**src/rtl/cpu_types_pkg.sv**
```systemverilog
// Shared CPU types: register indices, pipeline-control state and latch-control bundle.
package cpu_types_pkg;

  typedef logic [4:0] regbits_t;

  typedef enum logic [1:0] {
    RUN,
    DRAIN,
    HALTED
  } pctrl_state_t;

  // Per-cycle latch control; a set flush bit loads a bubble whatever the en bit says.
  typedef struct packed {
    logic pc_en;
    logic ifid_en;
    logic idex_en;
    logic exmem_en;
    logic memwb_en;
    logic ifid_flush;
    logic idex_flush;
    logic exmem_flush;
    logic memwb_flush;
  } pctrl_out_t;

  localparam pctrl_out_t CTRL_FREEZE   = 9'b0_0000_0000;
  localparam pctrl_out_t CTRL_RESET    = 9'b0_0000_1111;
  localparam pctrl_out_t CTRL_RUN      = 9'b1_1111_0000;
  localparam pctrl_out_t CTRL_REDIRECT = 9'b1_1111_1100;
  localparam pctrl_out_t CTRL_LOAD_USE = 9'b0_0111_0100;
  localparam pctrl_out_t CTRL_IMISS    = 9'b0_1111_1000;
  localparam pctrl_out_t CTRL_DRAIN    = 9'b0_1111_1110;

  // A load in EX feeding either source of the instruction in ID; r0 never forwards.
  function automatic logic load_use_hazard(input logic     ex_load,
                                           input regbits_t ex_rt,
                                           input regbits_t id_rs,
                                           input regbits_t id_rt);
    return ex_load && (ex_rt != '0) && ((ex_rt == id_rs) || (ex_rt == id_rt));
  endfunction

endpackage

```
**src/rtl/sat_counter.sv**
```systemverilog
// Up-counter that sticks at all-ones instead of wrapping; clr has priority.
module sat_counter #(
  parameter int unsigned W = 32
) (
  input  logic         CLK,
  input  logic         clr,
  input  logic         inc,
  output logic [W-1:0] count
);

  // Count up on inc, hold once every bit is set.
  always_ff @(posedge CLK) begin
    if (clr) begin
      count <= '0;
    end else if (inc && (count != '1)) begin
      count <= count + W'(1);
    end
  end

endmodule

```
**src/rtl/pipeline_ctrl.sv**
```systemverilog
// Stall/flush sequencer for the five-stage pipeline, with halt drain and perf counters.
module pipeline_ctrl
  import cpu_types_pkg::*;
#(
  parameter int unsigned CNT_W = 32
) (
  input  logic             CLK,
  input  logic             RST,
  input  logic             ihit,
  input  logic             dhit,
  input  regbits_t         id_rs,
  input  regbits_t         id_rt,
  input  logic             ex_dREN,
  input  regbits_t         ex_rt,
  input  logic             ex_redirect,
  input  logic             mem_dREN,
  input  logic             mem_dWEN,
  input  logic             mem_halt,
  input  logic             wb_halt,
  output logic             pc_en,
  output logic             ifid_en,
  output logic             idex_en,
  output logic             exmem_en,
  output logic             memwb_en,
  output logic             ifid_flush,
  output logic             idex_flush,
  output logic             exmem_flush,
  output logic             memwb_flush,
  output logic             halt,
  output logic [CNT_W-1:0] stall_cnt,
  output logic [CNT_W-1:0] flush_cnt
);

  pctrl_state_t state_q;
  pctrl_out_t   ctrl;
  logic         dwait;
  logic         load_use;
  logic         stall_inc;
  logic         flush_inc;

  // Hazard priority resolution; outputs act on the same edge as the hazard.
  always_comb begin
    dwait     = (mem_dREN || mem_dWEN) && !dhit;
    load_use  = load_use_hazard(ex_dREN, ex_rt, id_rs, id_rt);
    ctrl      = CTRL_FREEZE;
    flush_inc = 1'b0;
    if (RST) begin
      ctrl = CTRL_RESET;
    end else begin
      unique case (state_q)
        RUN: begin
          if (dwait) begin
            ctrl = CTRL_FREEZE;
          end else if (mem_halt) begin
            // Halt reached MEM: kill everything younger, let only the halt retire.
            ctrl = CTRL_DRAIN;
          end else if (ex_redirect) begin
            ctrl      = CTRL_REDIRECT;
            flush_inc = 1'b1;
          end else if (load_use) begin
            ctrl = CTRL_LOAD_USE;
          end else if (!ihit) begin
            ctrl = CTRL_IMISS;
          end else begin
            ctrl = CTRL_RUN;
          end
        end
        DRAIN:   ctrl = dwait ? CTRL_FREEZE : CTRL_DRAIN;
        HALTED:  ctrl = CTRL_FREEZE;
        default: ctrl = CTRL_FREEZE;
      endcase
    end
    stall_inc = (state_q == RUN) && !ctrl.pc_en;
  end

  assign pc_en       = ctrl.pc_en;
  assign ifid_en     = ctrl.ifid_en;
  assign idex_en     = ctrl.idex_en;
  assign exmem_en    = ctrl.exmem_en;
  assign memwb_en    = ctrl.memwb_en;
  assign ifid_flush  = ctrl.ifid_flush;
  assign idex_flush  = ctrl.idex_flush;
  assign exmem_flush = ctrl.exmem_flush;
  assign memwb_flush = ctrl.memwb_flush;

  // State sequencing and the registered halt flag (rises the cycle after HALTED is entered).
  always_ff @(posedge CLK) begin
    if (RST) begin
      state_q <= RUN;
      halt    <= 1'b0;
    end else begin
      unique case (state_q)
        RUN:     if (mem_halt && !dwait) state_q <= DRAIN;
        DRAIN:   if (wb_halt) state_q <= HALTED;
        HALTED:  halt <= 1'b1;
        default: state_q <= RUN;
      endcase
    end
  end

  sat_counter #(
    .W (CNT_W)
  ) u_stall_cnt (
    .CLK   (CLK),
    .clr   (RST),
    .inc   (stall_inc),
    .count (stall_cnt)
  );

  sat_counter #(
    .W (CNT_W)
  ) u_flush_cnt (
    .CLK   (CLK),
    .clr   (RST),
    .inc   (flush_inc),
    .count (flush_cnt)
  );

endmodule

```
**config.mk**
```make
export PLATFORM = sky130hd
export DESIGN_NAME = pipeline_ctrl
export DESIGN_NICKNAME = d
export VERILOG_FILES = /design/src/rtl/cpu_types_pkg.sv /design/src/rtl/sat_counter.sv /design/src/rtl/pipeline_ctrl.sv
export SDC_FILE = /design/constraint.sdc
export NUM_CORES = 1
export LEC_CHECK = 0
export CAP_MARGIN = 10
export CORE_ASPECT_RATIO = 0.5
export CORE_MARGIN = 3
export CORE_UTILIZATION = 45
export DETAILED_ROUTE_END_ITERATION = 12
export PLACE_DENSITY = 0.75
export SYNTH_ARGS = -nofsm -noshare
export SYNTH_HDL_FRONTEND = slang
export SYNTH_SLANG_ARGS = --single-unit
```
**constraint.sdc**
```tcl
create_clock -name CLK -period 2.85 [get_ports CLK]
set_clock_uncertainty 0.2 [all_clocks]
set_input_delay 0.4275 -clock CLK [delete_from_list [all_inputs] [get_ports CLK]]
set_output_delay 0.4275 -clock CLK [all_outputs]
set_load 0.01 [all_outputs]
```
# Word-level counts from Yosys, hierarchy flattened
# Cells that the tools add are included.
# op_classes
addsub,2
multipliers,0
n_div,0
n_lt_le_gt_ge,0
n_eq_ne,8
shift,0
muxes,16
n_bitwise,1
n_reduce_logical,15
# op_table
op,n
$add A32 B1 Y32 const B,2
$ne A32 B32 Y1 const B,2
$mux W9,6
$pmux W9 S2,1
$eq A5 B5 Y1,2
$mux W8,1
$logic_and A1 B1 Y1,7
$pmux W2 S3,1
$mux W1,5
$reduce_bool A5 Y1,1
$mux W2,2
$logic_not A1 Y1,3
$reduce_and A3 Y1,1
$eq A2 B1 Y1 const B,1
$eq A2 B2 Y1 const B,1
$logic_not A2 Y1,1
$logic_or A1 B1 Y1,2
$ne A2 B1 Y1 const B,1
$ne A2 B2 Y1 const B,1
$not A1 Y1,1
# word_totals
register_bits,67
latch_bits,0
ram_bits,0
mem_bits_ro,0
input_bits,25
word_cells,46
memories,0

# Logic depth before layout (Yosys ltp)
# Gate-level depths: netlist of the first run.
# depth
word_depth,12
ltp_mapped,8

# Hierarchy
# Synthesis of the first run repeated with hierarchy kept, for this count alone.
# hier_totals
hier_cells,457
area_unflattened_um2,3764.9
# modules_own_cells
module,instances,cells_per_inst,area_per_inst_um2,seq_area_each_um2
sat_counter,2,199,1674.1,640.6
pipeline_ctrl,1,59,416.6,60.1

# Worst setup path after synthesis of the first run
# Ideal clock, no wire load.
# synth_path
kind,input-to-reg
from,input port mem_dWEN
to,register u_stall_cnt.count[0]
setup_time_ns,0.123
t_arrival_ns,2.059
path_slack_ns,0.467
stages,7
path_buffers,1
path_cell_list,o21ba_1 nor3_1 nand3_1 a21oi_4 buf_6 nor2_1 mux2_1
# synth_via
elab_chain_len,8
# synth_lines
item,line,source
from (decl),pipeline_ctrl.sv:17,"input logic mem_dWEN,"
$logic_or A1 B1 Y1,pipeline_ctrl.sv:43,dwait = (mem_dREN || mem_dWEN) && !dhit;
$logic_and A1 B1 Y1,pipeline_ctrl.sv:43,
$mux W9,pipeline_ctrl.sv:52,if (dwait) begin
$pmux W9 S2,pipeline_ctrl.sv:50,unique case (state_q)
$mux W9,pipeline_ctrl.sv:47,if (RST) begin
$logic_not A1 Y1,pipeline_ctrl.sv:73,stall_inc = (state_q == RUN) && !ctrl.pc_en;
$logic_and A1 B1 Y1,pipeline_ctrl.sv:73,
$logic_and A1 B1 Y1,sat_counter.sv:15,end else if (inc && (count != '1)) begin
to (signal assigned),sat_counter.sv:16,count <= count + W'(1);
to (decl),sat_counter.sv:8,output logic [W-1:0] count
# Every way passes these cells.
# A chain may end at the register's enable or synchronous reset.

# Final worst setup path of the first run
# layout_path
from,input port ex_rt[4]
to,output port idex_flush
# layout_via
elab_chain_len,9
word_cells_on_any_way,12
# layout_lines
item,line,source
from (decl),pipeline_ctrl.sv:14,"input regbits_t ex_rt,"
$eq A5 B5 Y1 / $reduce_bool A5 Y1 (equally long branches),cpu_types_pkg.sv:38,return ex_load && (ex_rt != '0) && ((ex_rt == id_rs) || (ex_rt == id_rt));
$logic_or A1 B1 Y1 / $logic_and A1 B1 Y1 (equally long branches),cpu_types_pkg.sv:38,
$logic_and A1 B1 Y1 (*),cpu_types_pkg.sv:38,
$mux W9 (*),pipeline_ctrl.sv:60,end else if (load_use) begin
$mux W9 (*),pipeline_ctrl.sv:57,end else if (ex_redirect) begin
$mux W9 (*),pipeline_ctrl.sv:54,end else if (mem_halt) begin
$mux W9 (*),pipeline_ctrl.sv:52,
$pmux W9 S2 (*),pipeline_ctrl.sv:50,
$mux W9 (*),pipeline_ctrl.sv:47,
to (decl),pipeline_ctrl.sv:26,"output logic idex_flush,"
# Every way passes the cells marked *; elsewhere a longest branch is shown, timed or not.

==> results_dict.tcl, run 1 <==
set metrics [dict create \
    synth_simple_gate_area_frac 0.361 \
    n_antenna_cell 0 \
    rsz0062_at_grt "false" \
    antenna_left 0 \
    hold_path_class "reg2reg" \
    layout_common_cells "90 x clkdlybuf4s50_1, 67 x dfxtp_1, 61 x nor2_1" \
    synth_compound_area_frac 0.0912 \
    drtIter0Drc 197 \
    crit_path_end_kind "primary output" \
    rows 22 \
    wirelength_mm 9.65 \
    synth_top_family_by_area "simple AND/OR/NAND/NOR gates" \
    syn_avg_cell_area_um2 8.40 \
    place.detailed.hpwl_mm 6.87 \
    placed_cells 652 \
    worst_pin_slew_ps 831 \
    die_w_um 135 \
    final_max_slew_viol_count 0 \
    synth-adder-area-share 0.00664 \
    worstSetupPathType "in2out" \
    max_cap_violations 0 \
    port-buffer-count 98 \
    yosysTopAreaCell "dfxtp_1" \
    final_cells 667 \
    synthDistinctLibCells 57 \
    post_cts.repair.setup_buffers 0 \
    critPathLaunchType "input port" \
    peakVddDrop_mv 0.307 \
    clock_sinks 67 \
    power_density_mw_per_mm2 436 \
    route.detailed.drc 0 \
    nNetsFinal 582 \
    period_minus_slack_ps 2730 \
    clk_pin_slew_ps 50 \
    viasPerCell 5.46 \
    final_hold_viol_count 0 \
    cts_tree "built" \
    syn2layout_area_growth_pct 38.5 \
    max_stage_delay_ps 440 \
    vias 3644 \
    placedInstanceArea_mm2 0.00491 \
    ys_ff_latch 67 \
    timing.fmax_mhz 367 \
    die-area_mm2 0.00958 \
    synthTopCellsByArea "dfxtp_1 36%, nor2_1 6.1%, xnor2_1 5.3%, mux2_1 4.8%, nand3_1 4.0%" \
    required_ps 2220 \
    busiest_layer "met2" \
    synth_edf_count 0 \
    grt_pass1_vias 3388 \
    fin_area_mm2 0.00522 \
    final_common_cell "clkdlybuf4s50_1" \
    rrSetupSlack_ps 420 \
    muxShareOfSynthArea 0.0561 \
    status "complete, no violations" \
    hp-start "halt$_SDFFE_PP0N_" \
    core_mm2 0.00771 \
    numCtsBuffers 9 \
    detail_route.wl_per_cell_um 14.5 \
    pin_count 99 \
    antenna_found_initial 0 \
    start_util 0.489 \
    path_buf_inv 2 \
    power.total_uw 2280 \
    yosysWarnings 0 \
    drive_gt1_frac 0.109 \
    clock_latency_ps 330 \
    ys.flop_type "dfxtp_1" \
    grt_max_degree 83 \
    dr.pass1.iters 4 \
    die_h_um 70.7 \
    critPathMaxFanout 4 \
    power.leakage_uw 0.00187 \
    synthXorXnorAreaFrac 0.0883 \
    critPathLaunch "ex_rt[4]" \
    ys_seq_area_frac 0.356 \
    grtUsageMet3 0.0561 \
    arrival_ps 2100 \
    setup_viol 0 \
    cts_max_path_buffers 2 \
    synth_nets 476 \
    rr_startpoint "u_stall_cnt.count[3]$_SDFFE_PP0P_" \
    gr-total-overflow 0 \
    cts-root-buf "clkbuf_16" \
    synth_top_area_share 0.356 \
    met2_usage 0.338 \
    crit_family "simple AND/OR/NAND/NOR gates" \
    grt_usage 0.201 \
    maxSlewHeadroom 0.446 \
    grt_pass1_wl_mm 16.0 \
    ys_async_sr_fraction 0 \
    syn-cell-area_mm2 0.00377 \
    synthCells 449 \
    slowest_stage "clkdlybuf4s50_1" \
    fin_crit_sh 0.957 \
    gp_congestion 0.813 \
    h-tree-depth 3 \
    gr-usage-met1 0.257 \
    path_cells "clkdlybuf4s50_1 -> or4_4 -> o21a_1 -> and2_4 -> o41ai_2 -> nand2_1 -> buf_6" \
]
-- cell families after synthesis --
group,after synthesis
muxes,19
DFF,67
adders and majority gates,2
xor gates and xnor gates,38
AOI/OAI and AO/OA,50
buffers and inverters,28
and+or+nand+nor,245
-- tightest hold or removal path, delay by kind of cell, from the launching register on --
kind	cells	cell delay (ps)
DFF	1	300
AOI/OAI and AO/OA	1	60
buffers and inverters	1	60
-- cell usage after synthesis (all sizes together) (3+ instances only) --
library cell	instances
or3	6
o21bai	5
or4	9
mux2	17
o31ai	7
nand3	30
a21oi	17
o21ai	9
and3	14
or2	3
nand2	28
xnor2	23
and4	10
xor2	15
and2	5
nor3	18
nand4	23
nor3b	4
clkbuf	10
buf	14
nor2	62
dfxtp	67
inv	3
nor2b	15
nor4	14
-- registers in the layout, indices dropped and copies added (netlist names) --
| name | count |
|---|---|
| u_flush_cnt.count | 32 |
| u_stall_cnt.count | 32 |
| state_q | 2 |
| halt | 1 |
-- cell type report --
class                      instances  area, um^2
clock buffer                      13         260
fill                             672        2480
tap                              108         135
clock inverter                     2        35.0
multi-input combinational        354        2300
inverter                           4        15.0
timing repair buffer             119        1140
sequential                        67        1340
-- stage by stage --
| step | setup TNS, ps | util | hold slack (ps) | worst slack (ps) |
|---|---|---|---|---|
| global placement | -1060 | 0.637 | 237 | -316 |
| detailed placement | -1320 | 0.637 | 242 | -370 |
| global route | 0 | 0.678 | 296 | 29.0 |
| finish | 0 | 0.678 | 266 | 122 |
| floorplan | 0 | - | 270 | 467 |
| CTS | 0 | 0.676 | 271 | 11.3 |
-- path summary, 6_finish.rpt --
kind | end | cells past startpoint
setup / recovery | idex_flush | 7
hold / removal | halt$_SDFFE_PP0N_ | 2
setup reg to reg | u_stall_cnt.count[26]$_SDFFE_PP0P_ | 6
hold reg to reg | halt$_SDFFE_PP0N_ | 2
-- where the power goes --
group          leakage, uW  total (uW)  internal [uW]  switching, uW
clock             0.000146        1100            719            384
sequential        0.000540         960            947           12.6
combinational      0.00118         215            108            106
total              0.00187        2280           1770            503
-- timing repair --
action	4_1_cts	5_1_grt
endpoints found under the setup margin	4	4
gates resized for setup	12	12
hold buffers	0	0
hold endpoints to repair	0	0
pin swaps	0	2
-- routing by layer --
metal,routed length (um),share of wire,vias up
li1,-,-,1832
met1,4450,0.46,1721
met4,127,0.013,0
met3,352,0.036,17
met5,0,0,-
met2,4720,0.49,74
Power figures use the tool's default switching activity.
==> run 2, diff against run 1 <==
--- a/config.mk
+++ b/config.mk
@@ -13,4 +13,5 @@
 export PLACE_DENSITY = 0.75
 export SYNTH_ARGS = -nofsm -noshare
 export SYNTH_HDL_FRONTEND = slang
+export SYNTH_HIERARCHICAL = 1
 export SYNTH_SLANG_ARGS = --single-unit
==> results_dict.tcl, run 2 <==
set metrics [dict create \
    synthDistinctLibCells 48 \
    drt-met1-wl_mm 4.92 \
    peakVddDrop_mv 0.319 \
    grt_usage 0.226 \
    arrival_ps 2150 \
    h-tree-depth 3 \
    crit_family "buffers and inverters" \
    fin_area_mm2 0.00552 \
    worstSetupPathType "in2out" \
    routed-wl-met3_um 400 \
    hold_path_class "reg2reg" \
    grt_pass1_wl_mm 18.0 \
    final_max_slew_viol_count 0 \
    pin_count 99 \
    syn-cell-area_mm2 0.00376 \
    crit_path_end_kind "primary output" \
    yosysTopAreaCell "dfxtp_1" \
    synthTopCellsByArea "dfxtp_1 36%, a21oi_1 6.4%, xnor2_1 5.1%, o31ai_1 4.8%, or4_1 4.8%" \
    final_hold_viol_count 0 \
    slowest_stage "or4_4" \
    wirelength_mm 10.7 \
    detail_route.wl_per_cell_um 15.2 \
    worst_slack_ps 71.2 \
    holdWs_ps 254 \
    gr-total-overflow 0 \
    synth_common_cells "67 x dfxtp_1, 48 x a21oi_1, 35 x nor2_1" \
    drtIter0Drc 275 \
    vias 4035 \
    period_minus_slack_ps 2780 \
    final_common_cell "clkdlybuf4s50_1" \
    critPathMaxFanout 4 \
    rows 22 \
    place_ws_ps -427 \
    critPathLaunchType "input port" \
    fill_cells 637 \
    required_ps 2220 \
    syn2layout_area_growth_pct 46.6 \
    grt_pass1_vias 3812 \
    fin_crit_sh 0.975 \
    port-buffer-count 98 \
    ctsHoldBuffers 0 \
    timing.fmax_mhz 360 \
    antenna_found_initial 0 \
    route.detailed.drc 0 \
    placedInstanceArea_mm2 0.00513 \
    rrSetupSlack_ps 210 \
    ys_seq_area_frac 0.356 \
    die_w_um 135 \
    maxSlewHeadroom 0.493 \
    ys_async_sr_fraction 0 \
    gp_congestion 0.792 \
    die_h_um 70.7 \
    regArea_mm2 0.00134 \
    grt_max_degree 74 \
    reg_top3 "u_flush_cnt/count x32, u_stall_cnt/count x32, state_q x2" \
    worst_pin_slew_ps 761 \
    ys_ff_latch 67 \
    synth_nets 484 \
    synth_top_area_share 0.356 \
    max_cap_violations 0 \
    die-area_mm2 0.00957 \
    n_antenna_cell 0 \
    status "complete, no violations" \
    tns_ps 0 \
    place.detailed.hpwl_mm 7.38 \
    antenna_left 0 \
    path_cells "dlygate4sd2_1 -> or4_4 -> o21ai_4 -> buf_4 -> nor2_2 -> a221o_1 -> clkdlybuf4s15_1" \
    cts-root-buf "clkbuf_16" \
    nNetsFinal 617 \
    rsz0062_at_grt "false" \
    placed_cells 681 \
    max_stage_delay_ps 560 \
    cts_max_path_buffers 2 \
    viasPerCell 5.74 \
    setup_viol 0 \
    path_buf_inv 3 \
    wl_met2_mm 5.16 \
    cts_tree "built" \
    core_mm2 0.00771 \
    numCtsBuffers 9 \
    dr.pass1.iters 5 \
    power.leakage_uw 0.00187 \
    multi_input_area_mm2 0.00236 \
    yosysWarnings 6 \
    clock_sinks 67 \
    ys.flop_type "dfxtp_1" \
    yosysMostFrequentCell "dfxtp_1" \
    synthCells 457 \
    final_cells 703 \
    drive_gt1_frac 0.161 \
    power_density_mw_per_mm2 407 \
    clk_pin_slew_ps 60 \
    clock_latency_ps 330 \
    synth_edf_count 0 \
    start_util 0.488 \
    highest_layer "met4" \
    syn_avg_cell_area_um2 8.24 \
    layout_common_cells "84 x clkdlybuf4s50_1, 67 x dfxtp_1, 49 x buf_4" \
]
## run 2: cell types whose count changed after synthesis, moves of 14 or more
cell,delta
mux2_1,-14
or3_1,+15
o21ai_0,+14
nor2_1,-26
a21oi_1,+32
or4_1,+17
o31ai_1,+17
## run 2: worst register-to-register path: cells and delay by family (launching register included)
kind,cells,cell delay [ps]
flops,1,490
compound gates,3,400
simple gates,5,1270
buf+inv,1,210
## run 2: area by class of cell
| class | count | area share |
|---|---|---|
| sequential | 67 | 0.243 |
| tap | 108 | 0.0245 |
| clock buffer | 15 | 0.0521 |
| multi-input combinational | 357 | 0.428 |
| inverter | 7 | 0.00476 |
| timing repair buffer | 148 | 0.247 |
| clock inverter | 1 | 0.000907 |
## run 2: timing repair
action,4_1_cts,5_1_grt
gates resized for setup,12,14
buffers inserted,3,3
pin swaps,5,12
setup endpoints to repair,8,17
## run 2: kinds of logic (layout without fill, tap and decap cells)
logic type | after synthesis | after routing | synth area share
buffers and inverters | 33 | 171 | 0.0379
adder cells (fa/ha/maj) | 2 | 2 | 0.00665
AO/OA/AOI/OAI | 112 | 112 | 0.195
multiplexers | 6 | 6 | 0.0173
XOR/XNOR | 24 | 24 | 0.0558
AND/OR/NAND/NOR | 213 | 213 | 0.331
flip-flops | 67 | 67 | 0.356
## run 2: where the power goes
part           total, uW  internal [uW]  switching [uW]
Combinational        203            111            92.3
Clock               1080            683             395
Sequential           964            948            16.3
## run 2: final timing paths
path              cells past startpoint                    start                                  to
setup / recovery                      7                 ex_rt[1]                          idex_flush
hold / removal                        2        halt$_SDFFE_PP0N_                   halt$_SDFFE_PP0N_
setup reg to reg                      9  state_q[1]$_SDFFE_PP0P_  u_stall_cnt/count[19]$_SDFFE_PP0P_
hold reg to reg                       2        halt$_SDFFE_PP0N_                   halt$_SDFFE_PP0N_
## run 2: layer usage
metal | vias to the layer above | GRT usage
met5 | - | 0
met4 | 0 | 0.0749
met3 | 16 | 0.0561
met2 | 87 | 0.374
met1 | 1917 | 0.291
li1 | 2015 | -
## run 2: per-stage QoR
stage / utilization / power, uW
after floorplan: - / 1080
after global placement: 0.666 / 1180
after detailed placement: 0.666 / 1180
after CTS: 0.709 / 2260
after global routing: 0.716 / 2330
final: 0.716 / 2250
==> run 3, diff against run 2 <==
--- a/config.mk
+++ b/config.mk
@@ -10,7 +10,8 @@
 export CORE_MARGIN = 3
 export CORE_UTILIZATION = 45
 export DETAILED_ROUTE_END_ITERATION = 12
-export PLACE_DENSITY = 0.75
+export PLACE_DENSITY = 0.76
+export SKIP_LAST_GASP = 1
 export SYNTH_ARGS = -nofsm -noshare
 export SYNTH_HDL_FRONTEND = slang
 export SYNTH_HIERARCHICAL = 1
==> results_dict.tcl, run 3 (synthesis gave the netlist of run 2 again) <==
set metrics [dict create \
    antenna_left 0 \
    clk_pin_slew_ps 50 \
    antenna_found_initial 0 \
    worst_pin_slew_ps 650 \
    n_antenna_cell 0 \
    numCtsBuffers 9 \
    cts_tree "built" \
    final_max_slew_viol_count 0 \
    wirelength_mm 10.6 \
    cts_max_path_buffers 2 \
    arrival_ps 2140 \
    layout_common_cells "85 x clkdlybuf4s50_1, 67 x dfxtp_1, 48 x buf_4" \
    detail_route.wl_per_cell_um 15.1 \
    rows 22 \
    critPathMaxFanout 3 \
    cts-root-buf "clkbuf_16" \
    status "complete, no violations" \
    pin_count 99 \
    timing.fmax_mhz 362 \
    gr-total-overflow 0 \
    drive_gt1_frac 0.152 \
    crit_path_end_kind "primary output" \
    clock_latency_ps 330 \
    route.detailed.drc 0 \
    grtUsageMet3 0.0575 \
    final_hold_viol_count 0 \
    gr-usage-met1 0.290 \
    h-tree-depth 3 \
    r2r_cells 9 \
    power.leakage_uw 0.00182 \
    fin_crit_sh 0.970 \
    syn2layout_area_growth_pct 44.8 \
    grt_pass1_wl_mm 17.8 \
    worstSetupPathType "in2out" \
    viasPerCell 5.70 \
    die-area_mm2 0.00957 \
    die_h_um 70.7 \
    start_util 0.488 \
    drtIter0Drc 313 \
    port-buffer-count 98 \
    maxSlewHeadroom 0.563 \
    hold_depth 2 \
    dr.pass1.iters 5 \
    grt_pass1_vias 3694 \
    hold_path_class "reg2reg" \
    core_mm2 0.00771 \
    post-route-util 0.707 \
    vias 3984 \
    grt_usage 0.222 \
    die_w_um 135 \
    period_minus_slack_ps 2770 \
    nNetsFinal 616 \
    final_common_cell "clkdlybuf4s50_1" \
    worst_slack_ps 84.9 \
    fill_cells 619 \
    place_ws_ps -404 \
    max_cap_violations 0 \
    busiest_layer "met2" \
    critPathLaunchType "input port" \
    peakVddDrop_mv 0.291 \
    met2_usage 0.368 \
    place.detailed.hpwl_mm 7.21 \
    required_ps 2220 \
    setup_viol 0 \
    gp_congestion 0.829 \
    power_density_mw_per_mm2 394 \
    clock_sinks 67 \
    grt_max_degree 43 \
    reg_top3 "u_flush_cnt/count x32, u_stall_cnt/count x32, state_q x2" \
    rsz0062_at_grt "true" \
]
run 3: metal layers:
| layer | vias to the layer above | wire length [um] |
|---|---|---|
| met1 | 1854 | 4840 |
| met4 | 0 | 105 |
| li1 | 2008 | - |
| met5 | - | 0 |
| met2 | 110 | 5050 |
| met3 | 12 | 568 |
run 3: worst max-delay path, stage by stage:
cell and delay, ps:
dlygate4sd2_1 280, or4_4 560, o21ai_4 160, buf_4 130
nor2_2 30, a221o_1 310, clkdlybuf4s15_1 240
run 3: final timing paths:
path	start	slack [ps]	to
max	ex_rt[1]	80	idex_flush
min	halt$_SDFFE_PP0N_	250	halt$_SDFFE_PP0N_
max reg2reg	state_q[1]$_SDFFE_PP0P_	230	u_stall_cnt/count[19]$_SDFFE_PP0P_
min reg2reg	halt$_SDFFE_PP0N_	250	halt$_SDFFE_PP0N_
run 3: layout make-up:
cell class	count	area, um^2	area share
flip-flops and latches	67	1340	0.246
well taps	108	135	0.0248
repair buffers	147	1350	0.247
inverters	7	26.3	0.00482
multi-input cells	357	2350	0.431
clock buffers	13	250	0.0459
run 3: report_power, final:
part           leakage, uW  internal (uW)  switching (uW)  total, uW
registers         0.000540            948            15.4        964
logic              0.00116            112            91.9        204
clock network     0.000122            598             380        978
run 3: per-stage QoR:
| stage | std cells | total power, uW | setup TNS, ps | area, um^2 | hold WS [ps] |
|---|---|---|---|---|---|
| 2_1_floorplan | 457 | 1080 | 0 | 3780 | 270 |
| 3_3_place_gp | 680 | 1180 | -5810 | 5110 | 237 |
| 3_5_place_dp | 680 | 1180 | -7520 | 5110 | 239 |
| 4_1_cts | 696 | 2160 | 0 | 5390 | 247 |
| 5_1_grt | 699 | 2210 | -85.3 | 5450 | 297 |
| 6_report | 699 | 2150 | 0 | 5450 | 248 |
run 3: what timing repair did:
| action | CTS | global route |
|---|---|---|
| endpoints found under the hold margin | 0 | 0 |
| hold buffers | 0 | 0 |
| pin swaps | 5 | 8 |
| resized for setup | 11 | 12 |
| endpoints found under the setup margin | 7 | 17 |
| setup buffers | 3 | 3 |
